$ cat src/rtl/ids_bus_mux.sv
// Two-master (DMEM, DMA) to single-port memory mux with in-order read response routing.
// Defining IDS_BUS_ADDR_CHECK_EN enables the memory window range check and error response.
module ids_bus_mux #(
    parameter int                ADDR_W    = 32,
    parameter int                DATA_W    = 32,
    parameter logic [ADDR_W-1:0] MEM_BASE  = 32'h0000_0000,
    parameter logic [ADDR_W-1:0] MEM_BYTES = 32'h0000_4000
) (
    input  logic                  i_clk,
    input  logic                  i_rst_n,
    input  logic                  i_gnt_dmem,
    input  logic                  i_gnt_dma,
    input  logic                  i_dmem_req,
    input  logic                  i_dmem_we,
    input  logic [ADDR_W-1:0]     i_dmem_addr,
    input  logic [DATA_W/8-1:0]   i_dmem_be,
    input  logic [DATA_W-1:0]     i_dmem_wdata,
    output logic                  o_dmem_ack,
    output logic                  o_dmem_rvalid,
    output logic [DATA_W-1:0]     o_dmem_rdata,
    output logic                  o_dmem_err,
    input  logic                  i_dma_req,
    input  logic                  i_dma_we,
    input  logic [ADDR_W-1:0]     i_dma_addr,
    input  logic [DATA_W/8-1:0]   i_dma_be,
    input  logic [DATA_W-1:0]     i_dma_wdata,
    output logic                  o_dma_ack,
    output logic                  o_dma_rvalid,
    output logic [DATA_W-1:0]     o_dma_rdata,
    output logic                  o_dma_err,
    output logic                  o_mem_cs,
    output logic                  o_mem_we,
    output logic [ADDR_W-3:0]     o_mem_addr,
    output logic [DATA_W/8-1:0]   o_mem_be,
    output logic [DATA_W-1:0]     o_mem_wdata,
    input  logic [DATA_W-1:0]     i_mem_rdata
);
    localparam int                BE_W      = DATA_W / 8;
    localparam logic [ADDR_W-1:0] BYTE_MASK = MEM_BYTES - {{(ADDR_W-1){1'b0}}, 1'b1};

    logic                dmem_ack_s;
    logic                dma_ack_s;
    logic                accept_s;
    logic                sel_we_s;
    logic [ADDR_W-1:0]   sel_addr_s;
    logic [BE_W-1:0]     sel_be_s;
    logic [DATA_W-1:0]   sel_wdata_s;
    logic [ADDR_W-1:0]   offset_s;
    logic [ADDR_W-1:0]   local_s;
    logic                in_range_s;
    logic                addr_lsb_unused_s;
    logic                resp_valid_r;
    logic                resp_dma_r;
    logic                resp_read_r;
    logic                resp_err_r;
    logic [DATA_W-1:0]   resp_data_s;
    logic                dmem_rvalid_s;
    logic                dma_rvalid_s;
    logic [DATA_W-1:0]   dmem_hold_r;
    logic [DATA_W-1:0]   dma_hold_r;

    // Ownership and acceptance; reset gates everything so the memory is quiet regardless of grants.
    always_comb begin
        dmem_ack_s = i_rst_n & i_gnt_dmem & i_dmem_req;
        dma_ack_s  = i_rst_n & ~i_gnt_dmem & i_gnt_dma & i_dma_req;
        accept_s   = dmem_ack_s | dma_ack_s;
        if (dma_ack_s) begin
            sel_we_s    = i_dma_we;
            sel_addr_s  = i_dma_addr;
            sel_be_s    = i_dma_be;
            sel_wdata_s = i_dma_wdata;
        end else begin
            sel_we_s    = i_dmem_we;
            sel_addr_s  = i_dmem_addr;
            sel_be_s    = i_dmem_be;
            sel_wdata_s = i_dmem_wdata;
        end
    end

    assign offset_s = sel_addr_s - MEM_BASE;

`ifdef IDS_BUS_ADDR_CHECK_EN
    assign in_range_s = (offset_s < MEM_BYTES);
    assign local_s    = offset_s;
`else
    // Without the check the window simply aliases; MEM_BYTES is expected to be a power of two.
    assign in_range_s = 1'b1;
    assign local_s    = offset_s & BYTE_MASK;
`endif

    assign addr_lsb_unused_s = ^local_s[1:0];

    // Memory port driven straight from the accepted request.
    always_comb begin
        o_mem_cs    = accept_s & in_range_s;
        o_mem_we    = accept_s & in_range_s & sel_we_s;
        o_mem_addr  = local_s[ADDR_W-1:2];
        o_mem_wdata = sel_wdata_s;
        if (accept_s && in_range_s) begin
            o_mem_be = sel_be_s;
        end else begin
            o_mem_be = {BE_W{1'b0}};
        end
    end

    // Response register: who issued the last accepted request and what comes back.
    always_ff @(posedge i_clk or negedge i_rst_n) begin
        if (!i_rst_n) begin
            resp_valid_r <= 1'b0;
            resp_dma_r   <= 1'b0;
            resp_read_r  <= 1'b0;
            resp_err_r   <= 1'b0;
        end else begin
            resp_valid_r <= accept_s;
            resp_dma_r   <= dma_ack_s;
            resp_read_r  <= accept_s & ~sel_we_s;
            resp_err_r   <= accept_s & ~in_range_s;
        end
    end

    assign resp_data_s   = resp_err_r ? {DATA_W{1'b0}} : i_mem_rdata;
    assign dmem_rvalid_s = resp_valid_r & resp_read_r & ~resp_dma_r;
    assign dma_rvalid_s  = resp_valid_r & resp_read_r & resp_dma_r;

    // Per-master read data hold between that master's own rvalid pulses.
    always_ff @(posedge i_clk or negedge i_rst_n) begin
        if (!i_rst_n) begin
            dmem_hold_r <= {DATA_W{1'b0}};
            dma_hold_r  <= {DATA_W{1'b0}};
        end else begin
            if (dmem_rvalid_s) begin
                dmem_hold_r <= resp_data_s;
            end else begin
                dmem_hold_r <= dmem_hold_r;
            end
            if (dma_rvalid_s) begin
                dma_hold_r <= resp_data_s;
            end else begin
                dma_hold_r <= dma_hold_r;
            end
        end
    end

    assign o_dmem_ack    = dmem_ack_s;
    assign o_dma_ack     = dma_ack_s;
    assign o_dmem_rvalid = dmem_rvalid_s;
    assign o_dma_rvalid  = dma_rvalid_s;
    assign o_dmem_rdata  = dmem_rvalid_s ? resp_data_s : dmem_hold_r;
    assign o_dma_rdata   = dma_rvalid_s ? resp_data_s : dma_hold_r;
    assign o_dmem_err    = resp_valid_r & resp_err_r & ~resp_dma_r;
    assign o_dma_err     = resp_valid_r & resp_err_r & resp_dma_r;

endmodule

$ cat config.mk
export PLATFORM = sky130hd
export DESIGN_NAME = ids_bus_mux
export DESIGN_NICKNAME = d
export VERILOG_FILES = /design/src/rtl/ids_bus_mux.sv
export SDC_FILE = /design/constraint.sdc
export NUM_CORES = 1
export LEC_CHECK = 0
export ABC_AREA = 1
export CAP_MARGIN = 10
export CORE_AREA = 4 4 120 122
export DETAILED_ROUTE_END_ITERATION = 8
export DIE_AREA = 0 0 124 126
export PLACE_DENSITY = 0.69
export SLEW_MARGIN = 20
export SYNTH_ARGS = -nofsm -noshare
export SYNTH_HDL_FRONTEND = slang
export SYNTH_SLANG_ARGS = --single-unit
$ cat constraint.sdc
create_clock -name i_clk -period 1.42 [get_ports i_clk]
set_clock_uncertainty 0.05 [all_clocks]
set_input_delay 0.213 -clock i_clk [delete_from_list [all_inputs] [get_ports i_clk]]
set_output_delay 0.213 -clock i_clk [all_outputs]
set_load 0.03 [all_outputs]
**Word level (Yosys, flattened, before mapping)**

Index checks and enable logic that the tools add are counted.

- Register bits: 67
- Latch bits: 0
- Bits in writable memories: 0
- Bits in read-only memories: 0
- Input bits: 176
- Output and inout bits: 138
- Logic and storage cells: 26
- Memories kept: 0

- Add/subtract/negate cells: 0
- Multipliers: 0
- Div/mod/pow operators: 0
- Magnitude comparators: 0
- Equal/unequal tests: 0
- Shifts and indexed selects: 0
- Mux-type cells: 7
- Bitwise operators: 14
- Reduce and logical (&&, ||, !) cells: 0

Operators by type and width:

| kind | number |
|---|---|
| two-way mux 32 bit | 3 |
| two-way mux 14 bit | 1 |
| bitwise AND 1 bit | 10 |
| two-way mux 4 bit | 2 |
| inverter 1 bit | 3 |
| two-way mux 1 bit | 1 |
| bitwise OR 1 bit | 1 |

**Logic depth before layout (Yosys ltp)**

Gate-level depths: netlist of the first run.

- Depth after elaboration: 7
- Gate-level depth with buffers: 7

**Worst setup path after synthesis of the first run**

No wires, ideal clock.

- Path type: register to output
- Start point: reg resp_dma_r
- End point: out o_dmem_rdata[12]
- Arrival: 1.540 ns
- Required time: 1.157 ns
- Slack: -0.383 ns
- Cell stages (with the launch flop): 5
- Cell sequence: dfrtp_1 > nand3b_1 > buf_4 > buf_6 > o21ai_0

- Word-level cells in the longest chain between the ends: 3

Ends and longest elaborated chain:

| element | RTL line | text |
|---|---|---|
| start, declared | 53 | `logic resp_dma_r;` |
| start signal, assigned | 115 | `resp_dma_r <= dma_ack_s;` |
| inverter 1 bit | -- |  |
| bitwise AND 1 bit | 122 | `assign dmem_rvalid_s = resp_valid_r & resp_read_r & ~resp_dma_r;` |
| two-way mux 32 bit | 148 | `assign o_dmem_rdata = dmem_rvalid_s ? resp_data_s : dmem_hold_r;` |
| end, declared | 20 | `output logic [DATA_W-1:0] o_dmem_rdata,` |

No other way between the ends.

**Worst setup path after layout of the first run**

- Start point: reg resp_valid_r
- End point: out o_dma_rdata[19]

- Word-level cells in the longest chain between the ends: 3

Ends and longest elaborated chain:

| element | RTL line | text |
|---|---|---|
| start, declared | 52 | `logic resp_valid_r;` |
| start signal, assigned | 114 | `resp_valid_r <= accept_s;` |
| bitwise AND 1 bit (2 in series) | 123 | `assign dma_rvalid_s = resp_valid_r & resp_read_r & resp_dma_r;` |
| two-way mux 32 bit | 149 | `assign o_dma_rdata = dma_rvalid_s ? resp_data_s : dma_hold_r;` |
| end, declared | 29 | `output logic [DATA_W-1:0] o_dma_rdata,` |

No other way between the ends.

==> metrics.txt, run 1 <==
status=finished with violations; failing checks=negative setup slack; final net count=slightly below 1000; vias=about 4500; Synth top area share=between 40% and 50%; Seq cells post-synth=67; DRT Wirelength=between 15000 and 20000 um; Clock Tree Root=clkbuf_16; Leakage Power=between 4 and 5 nW; gpl congestion=around 0.92; crit end category=output pin; Setup CP Type=flop to output pin; DRT iter0 DRCs=about 190; reg2reg end=dmem_hold_r[10]; pwr/cell area=approximately 960 nW/um^2; routed vias/inst=about 4.6; CTS tree=built; layout cells sized above 1=between 50 and 60%; R2R depth=7; vias in the first global route=between 4000 and 5000; post-layout instance area=between 9000 and 10000 um^2; Reg clk slew, reported paths=0.06 ns; RR Startpoint=resp_dma_r; post-synthesis sequential area ratio=approximately half; Final Core Density=approximately 70%; area taken by multi-input logic gates=2550 um^2; RSZ-0062 raised after global routing=yes; Clock Latency Late Sink=around 0.32 ns; hold buffers post-CTS=0; final cycle utilization of the critical path=129%; DIE HEIGHT=about 130 um; min Tclk post-route=about 1.8 ns; most frequent cells after synthesis=210 x nand2_1, 67 x dfrtp_1, 54 x o21ai_0; Max Slew Vio Count=0; Max-slew headroom=41.8%; die area=approximately 16000 um^2; Startpoint Class=flop; Arr. time, crit path=between 1.5 and 2 ns; n_diodes=0; Layout fillers=slightly below 900; pin count of the biggest net entering global routing=~70; CTS Sinks=67; Cell Rows=42; cells after synthesis=~450; Setup WS post-layout=-0.414 ns; YS warnings=0; first-pass GRT wire length=~24000 um; cell taking the most area after synthesis=dfrtp_1; FFs w/ async S/R, synth=100%; die extent in x=around 120 um; measured slew at the worst slew-check pin=~0.87 ns; synthesized cell area=between 3000 and 4000 um^2; CP max FO=6; synthesized area per cell=roughly 7.5 um^2; IO buf count=253; register area=roughly 1700 um^2; dpl hpwl=around 11000 um; Synth area leaders=dfrtp_1 50%, nand2_1 23%, o21ai_0 8.0%, inv_1 5.8%, buf_4 4.9%; final hold violations=0; Req. time, crit path=approximately 1.2 ns; Synth Flop Type=dfrtp_1; drt drc=0; clk buf depth=2; Post-synth EDFFs=0; WL/cell=20.4 um; area post-placement=between 6000 and 7000 um^2; # H-tree levels=3; grt ovf=0; FF-to-FF setup slack=-0.03 ns; initial core utilization=25.6%; GR Util All Layers=between 20% and 30%; drt first pass iters=4; DP Worst Slack=-0.407 ns; Final setup viols=116; max-cap violations=0; P&R area growth vs syn=170%; Distinct cells, synth=18; most numerous cell in the Yosys netlist=nand2_1; antenna-violating nets left=0; Core Footprint=approximately 13000 um^2; worst hold path class=input port to async pin; io pins=between 300 and 400; CTS Buf Count=9; Worst VDD drop=between 500 and 600 uV; FMAX=between 0.5 and 0.6 GHz; antenna violations before repair=0
worst max-delay path by stage:
stage | start | endpoint | slack (ns) | cells after the start
global route | resp_read_r | o_dmem_rdata[31] | -0.48 | 6
detailed placement | i_gnt_dmem | o_mem_wdata[14] | -0.41 | 8
floorplan | resp_dma_r | o_dmem_rdata[10] | -0.14 | 4
finish | resp_valid_r | o_dma_rdata[19] | -0.41 | 7
global placement | i_gnt_dmem | o_mem_be[3] | -0.40 | 9
CTS | resp_dma_r | o_dmem_rdata[27] | -0.40 | 5
timing repair:
| item | 4_1_cts | 5_1_grt |
|---|---|---|
| endpoints found under the setup margin | 118 | 118 |
| pin swaps | 15 | 53 |
| resized for setup | 219 | 214 |
| setup buffers | 13 | 16 |
| cloned | 15 | 12 |
critical path, cell delays in order, from the launching register on:
cell	delay, ns
dfrtp_1	0.37
buf_4	0.14
nand3_4	0.12
buf_12	0.17
clkbuf_16	0.16
nand2_1	0.06
o21ai_2	0.08
buf_6	0.15
stage by stage:
stage | hold WS [ns] | instances | power [W] | TNS [ns]
after floorplan | -0.133 | 473 | 0.00394 | -6.33
after global placement | 0.404 | 896 | 0.00560 | -21.75
after detailed placement | 0.413 | 896 | 0.00564 | -23.65
after CTS | 0.101 | 940 | 0.00841 | -25.40
after global routing | 0.152 | 967 | 0.00910 | -34.95
final | 0.0698 | 967 | 0.00875 | -28.34
power by group:
part           internal, W  leakage [nW]  switching [W]
Sequential         0.00225         0.692       0.000139
Clock              0.00122         0.139       0.000824
Combinational      0.00207          3.50        0.00225
Total              0.00554          4.33        0.00321
cell families (layout without fill, tap and decap cells):
family	count (synthesis)	in the layout	synth area share (%)
flip-flops	67	67	49.6
other	1	20	0.111
AND/OR/NAND/NOR	221	222	25.2
buffers and inverters	97	414	15.1
AO/OA/AOI/OAI	68	68	10.1
metal layers:
layer	track usage (%)	share of wire, %	up-vias
li1	-	-	2009
met5	0	0	-
met1	20.0	32	2174
met2	38.5	55	234
met4	9.54	5.4	0
met3	6.32	6.9	60
registers in the layout, summed over array words and instances, names as in the netlist:
register,count
dmem_hold_r,32
dma_hold_r,32
resp_read_r,1
resp_dma_r,1
resp_valid_r,1
cell type report:
cell class              instances  share of cell area (%)
inverters                      53                    2.26
clock buffers                  11                    2.66
well taps                     176                    2.41
flip-flops and latches         67                    18.4
multi-input cells             310                    27.9
repair buffers                345                    46.0
clock inverters                 5                   0.315
cells in the final DEF, fill, tap and decap left out:
| master | n |
|---|---|
| buf_12 | 35 |
| buf_16 | 14 |
| buf_4 | 50 |
| buf_6 | 102 |
| buf_8 | 4 |
| clkbuf_1 | 1 |
| clkbuf_16 | 18 |
| clkbuf_8 | 1 |
| clkdlybuf4s50_1 | 130 |
| clkinv_2 | 4 |
| clkinv_4 | 1 |
| conb_1 | 20 |
| dfrtp_1 | 67 |
| dlygate4sd2_1 | 1 |
| inv_1 | 44 |
| inv_2 | 7 |
| inv_4 | 1 |
| inv_6 | 1 |
| nand2_1 | 66 |
| nand2_2 | 78 |
| nand2_4 | 67 |
| nand2_8 | 1 |
| nand3_1 | 2 |
| nand3_2 | 1 |
| nand3_4 | 1 |
| nand3b_1 | 1 |
| nor2_1 | 2 |
| nor2_4 | 3 |
| o21ai_2 | 30 |
| o21ai_4 | 38 |
Power figures use the tool's default switching activity.
==> inputs of run 2 (changes only) <==
--- a/config.mk
+++ b/config.mk
@@ -7,10 +7,10 @@
 export LEC_CHECK = 0
 export ABC_AREA = 1
 export CAP_MARGIN = 10
-export CORE_AREA = 4 4 120 122
+export CORE_AREA = 2 2 121 123
 export DETAILED_ROUTE_END_ITERATION = 8
-export DIE_AREA = 0 0 124 126
-export PLACE_DENSITY = 0.69
+export DIE_AREA = 0 0 123 125
+export PLACE_DENSITY = 0.66
 export SLEW_MARGIN = 20
 export SYNTH_ARGS = -nofsm -noshare
 export SYNTH_HDL_FRONTEND = slang
==> metrics.txt, run 2 (synthesis results as in run 1) <==
status=finished with violations; failing checks=negative setup slack; IO buf count=roughly 250; first-pass GRT wire length=~22000 um; Cell Rows=44; clk buf depth=2; GR Util All Layers=approximately a fifth; min Tclk post-route=1.82 ns; measured slew at the worst slew-check pin=0.851 ns; Clock Tree Root=clkbuf_16; GR Util met2=about 37%; Clock Latency Late Sink=0.32 ns; CTS Buf Count=9; grt peak-use layer=met2; Max-slew headroom=43.3%; met3 global-route usage=under 10%; hold slack=about 0.05 ns; Leakage Power=approximately 4.2 nW; final hold violations=0; WL/cell=around 16 um; commonest non-fill, non-tap cells in the layout=129 x clkdlybuf4s50_1, 116 x nand2_1, 98 x buf_6, 73 x nand2_2, 67 x dfrtp_1; pwr/cell area=slightly above 1000 nW/um^2; Max Slew Vio Count=0; FMAX=about 0.55 GHz; DRT Wirelength=between 15000 and 20000 um; Reg clk slew, reported paths=around 0.06 ns; final cycle utilization of the critical path=129%; reg2reg end=dma_hold_r[13]; die area=about 15000 um^2; max-cap violations=0; layout cells sized above 1=roughly 51%; top flop regs=dma_hold_r x32, dmem_hold_r x32; critical path's slowest cell=dfrtp_1; drt first pass iters=4; Core Footprint=approximately 14000 um^2; CTS tree=built; Arr. time, crit path=about 1.6 ns; antenna violations before repair=0; Setup CP Type=flop to output pin; Levels on crit path=6; die extent in x=123 um; Setup WS post-layout=-0.405 ns; crit end category=output pin; commonest non-fill, non-tap cell in the layout=clkdlybuf4s50_1; CP Cell Sequence=buf_4, nand3_4, buf_12, clkbuf_16, o21ai_2, buf_6; initial core utilization=a little under a quarter; vias in the first global route=approximately 4200; Worst VDD drop=between 500 and 600 uV; CP max FO=7; dpl hpwl=10700 um; DRT iter0 DRCs=around 110; routed vias/inst=4.21; RR Startpoint=resp_dma_r; setup TNS=-24.80 ns; FF-to-FF setup slack=-0.03 ns; grt ovf=0; CTS Sinks=67; worst hold path class=input port to async pin; GRT met1 Usage=a little under a fifth; Req. time, crit path=between 1 and 1.5 ns; Layout fillers=around 1200; crit-path max cell delay=0.34 ns; P&R area growth vs syn=150%; Final Core Density=about three fifths; Startpoint Class=flop; gpl congestion=between 0.8 and 0.9; pin count of the biggest net entering global routing=68; vias=between 4000 and 5000; RSZ-0062 raised after global routing=yes; final net count=956; antenna-violating nets left=0; n_diodes=0; Final setup viols=72; # H-tree levels=3; DIE HEIGHT=about 130 um; Buffers & Inverters on Critical Path=4; R2R depth=8; drt drc=0; Top delay family on crit path=buffers and inverters; io pins=about 310
run 2: through the flow:
stage / cell area [um^2] / total power, W / setup WS, ns / cells
after floorplan: 3600 / 0.00394 / -0.143 / 473
after global placement: 6640 / 0.00560 / -0.468 / 925
after detailed placement: 6640 / 0.00564 / -0.459 / 925
after CTS: 7910 / 0.00856 / -0.442 / 959
after global routing: 8450 / 0.00913 / -0.468 / 969
final: 8450 / 0.00875 / -0.405 / 969
run 2: worst register-to-register path, stage by stage, from the launching register on:
cell and delay [ns]:
dfrtp_1 0.34, buf_4 0.11, nand3_4 0.13, buf_6 0.17
buf_12 0.15, nand2_4 0.08, o21ai_4 0.06, buf_4 0.13
buf_4 0.12
run 2: cell type report:
class | instances | area (um^2) | share of cell area [%]
Inverter | 53 | 201 | 2.38
Tap cell | 184 | 230 | 2.73
Multi-Input combinational cell | 309 | 2090 | 24.8
Sequential cell | 67 | 1680 | 19.8
Clock inverter | 5 | 83.8 | 0.992
Timing Repair Buffer | 340 | 3910 | 46.3
Clock buffer | 11 | 253 | 2.99
run 2: report_power, final:
part / internal [W] / switching (W) / total (W) / leakage (nW)
sequential: 0.00225 / 0.000113 / 0.00236 / 0.692
combinational: 0.00189 / 0.00204 / 0.00393 / 3.31
clock: 0.00164 / 0.000828 / 0.00247 / 0.158
run 2: how the worst max path moves through the flow:
stage / endpoint / slack, ns / from
3_3_place_gp: o_mem_wdata[27] / -0.47 / i_gnt_dmem
2_1_floorplan: o_dmem_rdata[10] / -0.14 / resp_dma_r
3_5_place_dp: o_mem_wdata[27] / -0.46 / i_gnt_dmem
4_1_cts: o_dmem_rdata[21] / -0.44 / resp_dma_r
5_1_grt: o_dmem_rdata[12] / -0.47 / resp_dma_r
6_report: o_dma_rdata[29] / -0.40 / resp_dma_r
run 2: what timing repair did:
action,4_1_cts,5_1_grt
setup buffers,12,12
hold buffers,0,0
setup endpoints to repair,118,116
gates cloned,8,2
gates resized for setup,185,132
pin swaps,12,29
run 2: layer usage:
metal,share of wire [%],vias up
met3,7.6,20
met1,32,1903
met2,57,166
met5,0,-
met4,2.8,0
li1,-,1995
==> inputs of run 3 (changes only) <==
--- a/config.mk
+++ b/config.mk
@@ -11,7 +11,7 @@
 export DETAILED_ROUTE_END_ITERATION = 8
 export DIE_AREA = 0 0 123 125
 export PLACE_DENSITY = 0.66
-export SLEW_MARGIN = 20
 export SYNTH_ARGS = -nofsm -noshare
 export SYNTH_HDL_FRONTEND = slang
 export SYNTH_SLANG_ARGS = --single-unit
+export TNS_END_PERCENT = 100
==> results of run 3 <==
Final layout, timing and power as in run 2 (identical DEF).
==> variant 1, RTL diff (settings of run 2) <==
Set the parameter `DATA_W` to 24 (it was 32).
--- a/src/rtl/ids_bus_mux.sv
+++ b/src/rtl/ids_bus_mux.sv
@@ -4,3 +4,3 @@
     parameter int                ADDR_W    = 32,
-    parameter int                DATA_W    = 32,
+    parameter int                DATA_W    = 24,
     parameter logic [ADDR_W-1:0] MEM_BASE  = 32'h0000_0000,
Interface: changed (9 resized); port bits go from 314 to 263. No check against the original RTL was run, so the function may have changed too.
==> variant 1 against run 2 <==
- final cell count decreased by 20%
- cell area shrank 27%
- total power shrank 32%
- the run still ends with setup timing left
- wire length is 33% lower
- synthesized area decreased by 19%
- clock power fell by 46%
- largest cell class unchanged
- critical endpoint is now o_dma_rdata[12]
- worst setup slack improved by 0.10 ns
- global-route usage fell by 6.5 points
- largest power group unchanged
- sequential cell count shrank 16
==> variant 1: results (changes against run 2) <==
[status]
outcome = complete, but fails checks  ; unchanged
violations = setup timing  ; unchanged

[clock_tree]
htreeDepth = 2  ; was 3
cts_buffers = 5  ; was 9

[global_routing]
grt.total_usage_pct = 12.7  ; was 19.2%
grt_pass1_vias = 3030  ; was 4191
grt_max_degree = 52  ; was 68

[synth]
yosys-top-cells-area = dfrtp_1 47%, nand2_1 23%, o21ai_0 6.6%, inv_1 5.6%, buf_4 5.5%  ; was dfrtp_1 50%, nand2_1 23%, o21ai_0 8.0%, inv_1 5.8%, buf_4 4.9%
synth_common_cells = 167 x nand2_1, 51 x dfrtp_1, 41 x inv_1  ; was 210 x nand2_1, 67 x dfrtp_1, 54 x o21ai_0
synth.distinct_cells = 19  ; was 18
synth-seq-area-share_pct = 46.6  ; was 49.6%

[drt]
drt_wl_total_um = 10400  ; was 15400 µm
drt_iter0_markers = 62  ; was 106
num_vias = 3083  ; was 4084

[power_and_ir_drop]
vdd_drop_max_v = 0.000475  ; was 0.000528 V
p_leak_nw = 3.06  ; was 4.16 nW

[timing]
setup_viol = 50  ; was 72
hold_slack_ns = 0.0199  ; was 0.0506 ns
fin_ws_ns = -0.301  ; was -0.405 ns

[layout]
final.fill_count = 1387  ; was 1195
drive_gt1_share_pct = 44.0  ; was 50.6%
top_regs = dma_hold_r: 24 flops, dmem_hold_r: 24 flops  ; was dma_hold_r: 32 flops, dmem_hold_r: 32 flops

[critical_path]
rr_endpoint = dmem_hold_r[5]$_DFF_PN0_  ; was dma_hold_r[13]$_DFF_PN0_
cp_data_arrival_time_ns = 1.46  ; was 1.56 ns

[placement]
place_hpwl_um = 7210  ; was 10700 µm
placed_cell_area_um2 = 4980  ; was 6640 µm²
portBuffers = 202  ; was 253

[variant 1: metal layers]
metal / vias to the layer above / part of all wire (%) / GRT usage (%) / routed length (µm)
li1: 1533 / - / - / -
met5: - / 0 / 0 / 0
met1: 1402 / 37 / 13.8 / 3790
met2: 137 / 55 / 24.1 / 5700
met4: 0 / 1.3 / 3.34 / 137
met3: 11 / 7.2 / 2.97 / 743
[variant 1: per-stage QoR]
stage	setup TNS, ns	setup slack, ns	instances
2_1_floorplan	-3.35	-0.0757	381
3_3_place_gp	-15.21	-0.410	754
3_5_place_dp	-15.82	-0.395	754
4_1_cts	-12.99	-0.318	777
5_1_grt	-16.93	-0.375	780
6_report	-12.56	-0.301	780
[variant 1: logic make-up after synthesis]
group	synth area share (%)
DFF	46.6
AOI/OAI and AO/OA	10.7
other	0.137
and+or+nand+nor	26.2
buffers and inverters	16.4
[variant 1: area by class of cell]
| cell class | count | area, µm² | area share, % |
|---|---|---|---|
| Clock buffer | 5 | 125 | 2.03 |
| Clock inverter | 2 | 37.5 | 0.610 |
| Multi-Input combinational cell | 250 | 1500 | 24.3 |
| Sequential cell | 51 | 1280 | 20.8 |
| Tap cell | 184 | 230 | 3.74 |
| Inverter | 42 | 163 | 2.64 |
| Timing Repair Buffer | 246 | 2830 | 45.9 |
[variant 1: worst max path at each step]
stage | cells after the start | end | slack (ns)
6_report | 6 | o_dma_rdata[12] | -0.30
5_1_grt | 6 | o_dma_rdata[13] | -0.38
4_1_cts | 5 | o_dma_rdata[4] | -0.32
3_5_place_dp | 8 | o_mem_wdata[20] | -0.39
3_3_place_gp | 6 | o_mem_be[1] | -0.41
2_1_floorplan | 3 | o_dmem_rdata[10] | -0.08
[variant 1: where the power goes]
| group | internal (mW) | total (mW) | switching [mW] | leakage (nW) |
|---|---|---|---|---|
| sequential | 1.70 | 1.78 | 0.0791 | 0.526 |
| combinational | 1.35 | 2.86 | 1.51 | 2.45 |
| clock | 0.821 | 1.33 | 0.505 | 0.0759 |
| total | 3.87 | 5.97 | 2.09 | 3.06 |
[variant 1: critical path, cell delays in order, from the launching register on]
cell and delay (ns):
dfrtp_2 0.44, nand3_4 0.15, buf_4 0.14, buf_12 0.14
nand2_2 0.07, o21ai_4 0.07, buf_6 0.15
[variant 1: timing repair]
item	4_1_cts	5_1_grt
pin swaps	14	8
hold buffers	0	0
gates resized for setup	167	56
endpoints found under the setup margin	93	87
buffers inserted	10	1
cloned	6	2
==> variant 2, RTL diff (flow settings as in run 2) <==
Without the edit above. Make the reset (`i_rst_n`) synchronous in 2 clocked blocks.
--- a/src/rtl/ids_bus_mux.sv
+++ b/src/rtl/ids_bus_mux.sv
@@ -106,3 +106,3 @@
     // Response register: who issued the last accepted request and what comes back.
-    always_ff @(posedge i_clk or negedge i_rst_n) begin
+    always_ff @(posedge i_clk) begin
         if (!i_rst_n) begin
@@ -125,3 +125,3 @@
     // Per-master read data hold between that master's own rvalid pulses.
-    always_ff @(posedge i_clk or negedge i_rst_n) begin
+    always_ff @(posedge i_clk) begin
         if (!i_rst_n) begin
Check against the original RTL: differs if i_rst_n is asserted again (counterexample within 4 cycles, from zero or initial values and one cycle with i_rst_n low); with i_rst_n held inactive, the same outputs for 10 cycles.
==> variant 2 against run 2 <==
- synthesized area increased by 12%
- cell area increased by 9.2%
- worst setup slack improved by 0.072 ns
- synthesized cell count increased by 37%
- sequential cell count unchanged
- final cell count increased by 16%
- register-to-register slack about the same
- first-iteration DRC count increased by 34%
- critical path type unchanged
- critical path depth increased by 1
- the run still ends with setup timing left
- wire length increased by 8.8%
Power is not compared: it rests on default switching activity, and its combinational part moved more than twofold at a synthesized area within 25%.
==> variant 2: results (changes against run 2) <==
[global_routing]
grt_pass1_wl_um = 21700  ; was 22400 µm
grt_max_degree = 65  ; was 68
grt_pass1_vias = 4327  ; was 4191
grt.total_usage_pct = 18.0  ; was 19.2%

[worst_hold_path]
min-delay-start = i_gnt_dmem
hp-class = input port to flop  ; was input port to asynchronous set/reset pin

[status]
outcome = complete, but fails checks  ; unchanged
violations = setup timing  ; unchanged

[synth]
avgSynthCellArea_um2 = 6.09  ; was 7.45 µm²
synthArstFlopShare_pct = 0  ; was 100%
yosys-top-cells-area = dfxtp_1 35%, nand2_1 21%, inv_1 15%, nor2_1 6.6%, o21ai_1 5.8%  ; was dfrtp_1 50%, nand2_1 23%, o21ai_0 8.0%, inv_1 5.8%, buf_4 4.9%
ys.flop_type = dfxtp_1  ; was dfrtp_1
synth-seq-area-share_pct = 35.3  ; was 49.6%
synth_common_cells = 210 x nand2_1, 150 x inv_1, 67 x dfxtp_1, 67 x nor2_1, 44 x o21ai_1  ; was 210 x nand2_1, 67 x dfrtp_1, 54 x o21ai_0

[drt]
drt_wl_total_um = 16800  ; was 15400 µm

[timing]
hold_slack_ns = 0.131  ; was 0.0506 ns
relSlewSlack_pct = 52.3  ; was 43.3%
fin_tns_setup_ns = -20.02  ; was -24.80 ns
fin_ws_ns = -0.333  ; was -0.405 ns
setup_viol = 115  ; was 72

[layout]
nNonClkBuffers = 338  ; was 340
sh_seq_area_pct = 14.6  ; was 19.8%
multi_input_area_share_pct = 30.7  ; was 24.8%
drive_gt1_share_pct = 51.2  ; was 50.6%
clock_area_share_pct = 2.78  ; was 3.98%
clockBufferCount = 10  ; was 11
final.fill_count = 1134  ; was 1195
stdcell_count = 1128  ; was 969
area_delta_synth_final_pct = 143  ; was 150%
inv_count = 151  ; was 53
buf_share_pct = 43.1  ; was 46.3%

[placement]
placed_cell_area_um2 = 6690  ; was 6640 µm²
place_hpwl_um = 9880  ; was 10700 µm
place_congestion = 0.862  ; was 0.800
dpl_worst_slack_ns = -0.449  ; was -0.459 ns

[critical_path]
r2r_cells = 9  ; was 8
endpoint = o_dmem_rdata[5]  ; was o_dma_rdata[29]
cpMaxStageDelayCell = dfxtp_2  ; was dfrtp_1
timing.rr.start = resp_valid_r$_SDFF_PN0_  ; was resp_dma_r$_DFF_PN0_
cp_data_arrival_time_ns = 1.49  ; was 1.56 ns

==> variant 2: cell types whose count changed after synthesis, moves of 30 or more <==
cell	delta
inv_1	+98
nor2_1	+65
o21ai_1	+30
dfxtp_1	+67
dfrtp_1	-67
o21ai_0	-50
==> variant 2: metal layers <==
| metal | share of wire (%) | vias to the layer above | track usage, % |
|---|---|---|---|
| li1 | - | 2386 | - |
| met1 | 37 | 2212 | 20.0 |
| met2 | 54 | 183 | 31.7 |
| met3 | 6.1 | 38 | 5.06 |
| met4 | 3.3 | 0 | 7.69 |
| met5 | 0 | - | 0 |
==> variant 2: repair_timing <==
item | CTS | global route
pin swaps | 16 | 50
gates cloned | 9 | 14
setup endpoints to repair | 118 | 116
gates resized for setup | 193 | 293
setup buffers | 13 | 11
==> variant 2: logic make-up after synthesis <==
kind of cell           after synthesis  synth area share (%)
buffers and inverters              202                  24.9
and+or+nand+nor                    286                  28.8
AOI/OAI and AO/OA                   68                  10.9
other                                1                0.0987
DFF                                 67                  35.3
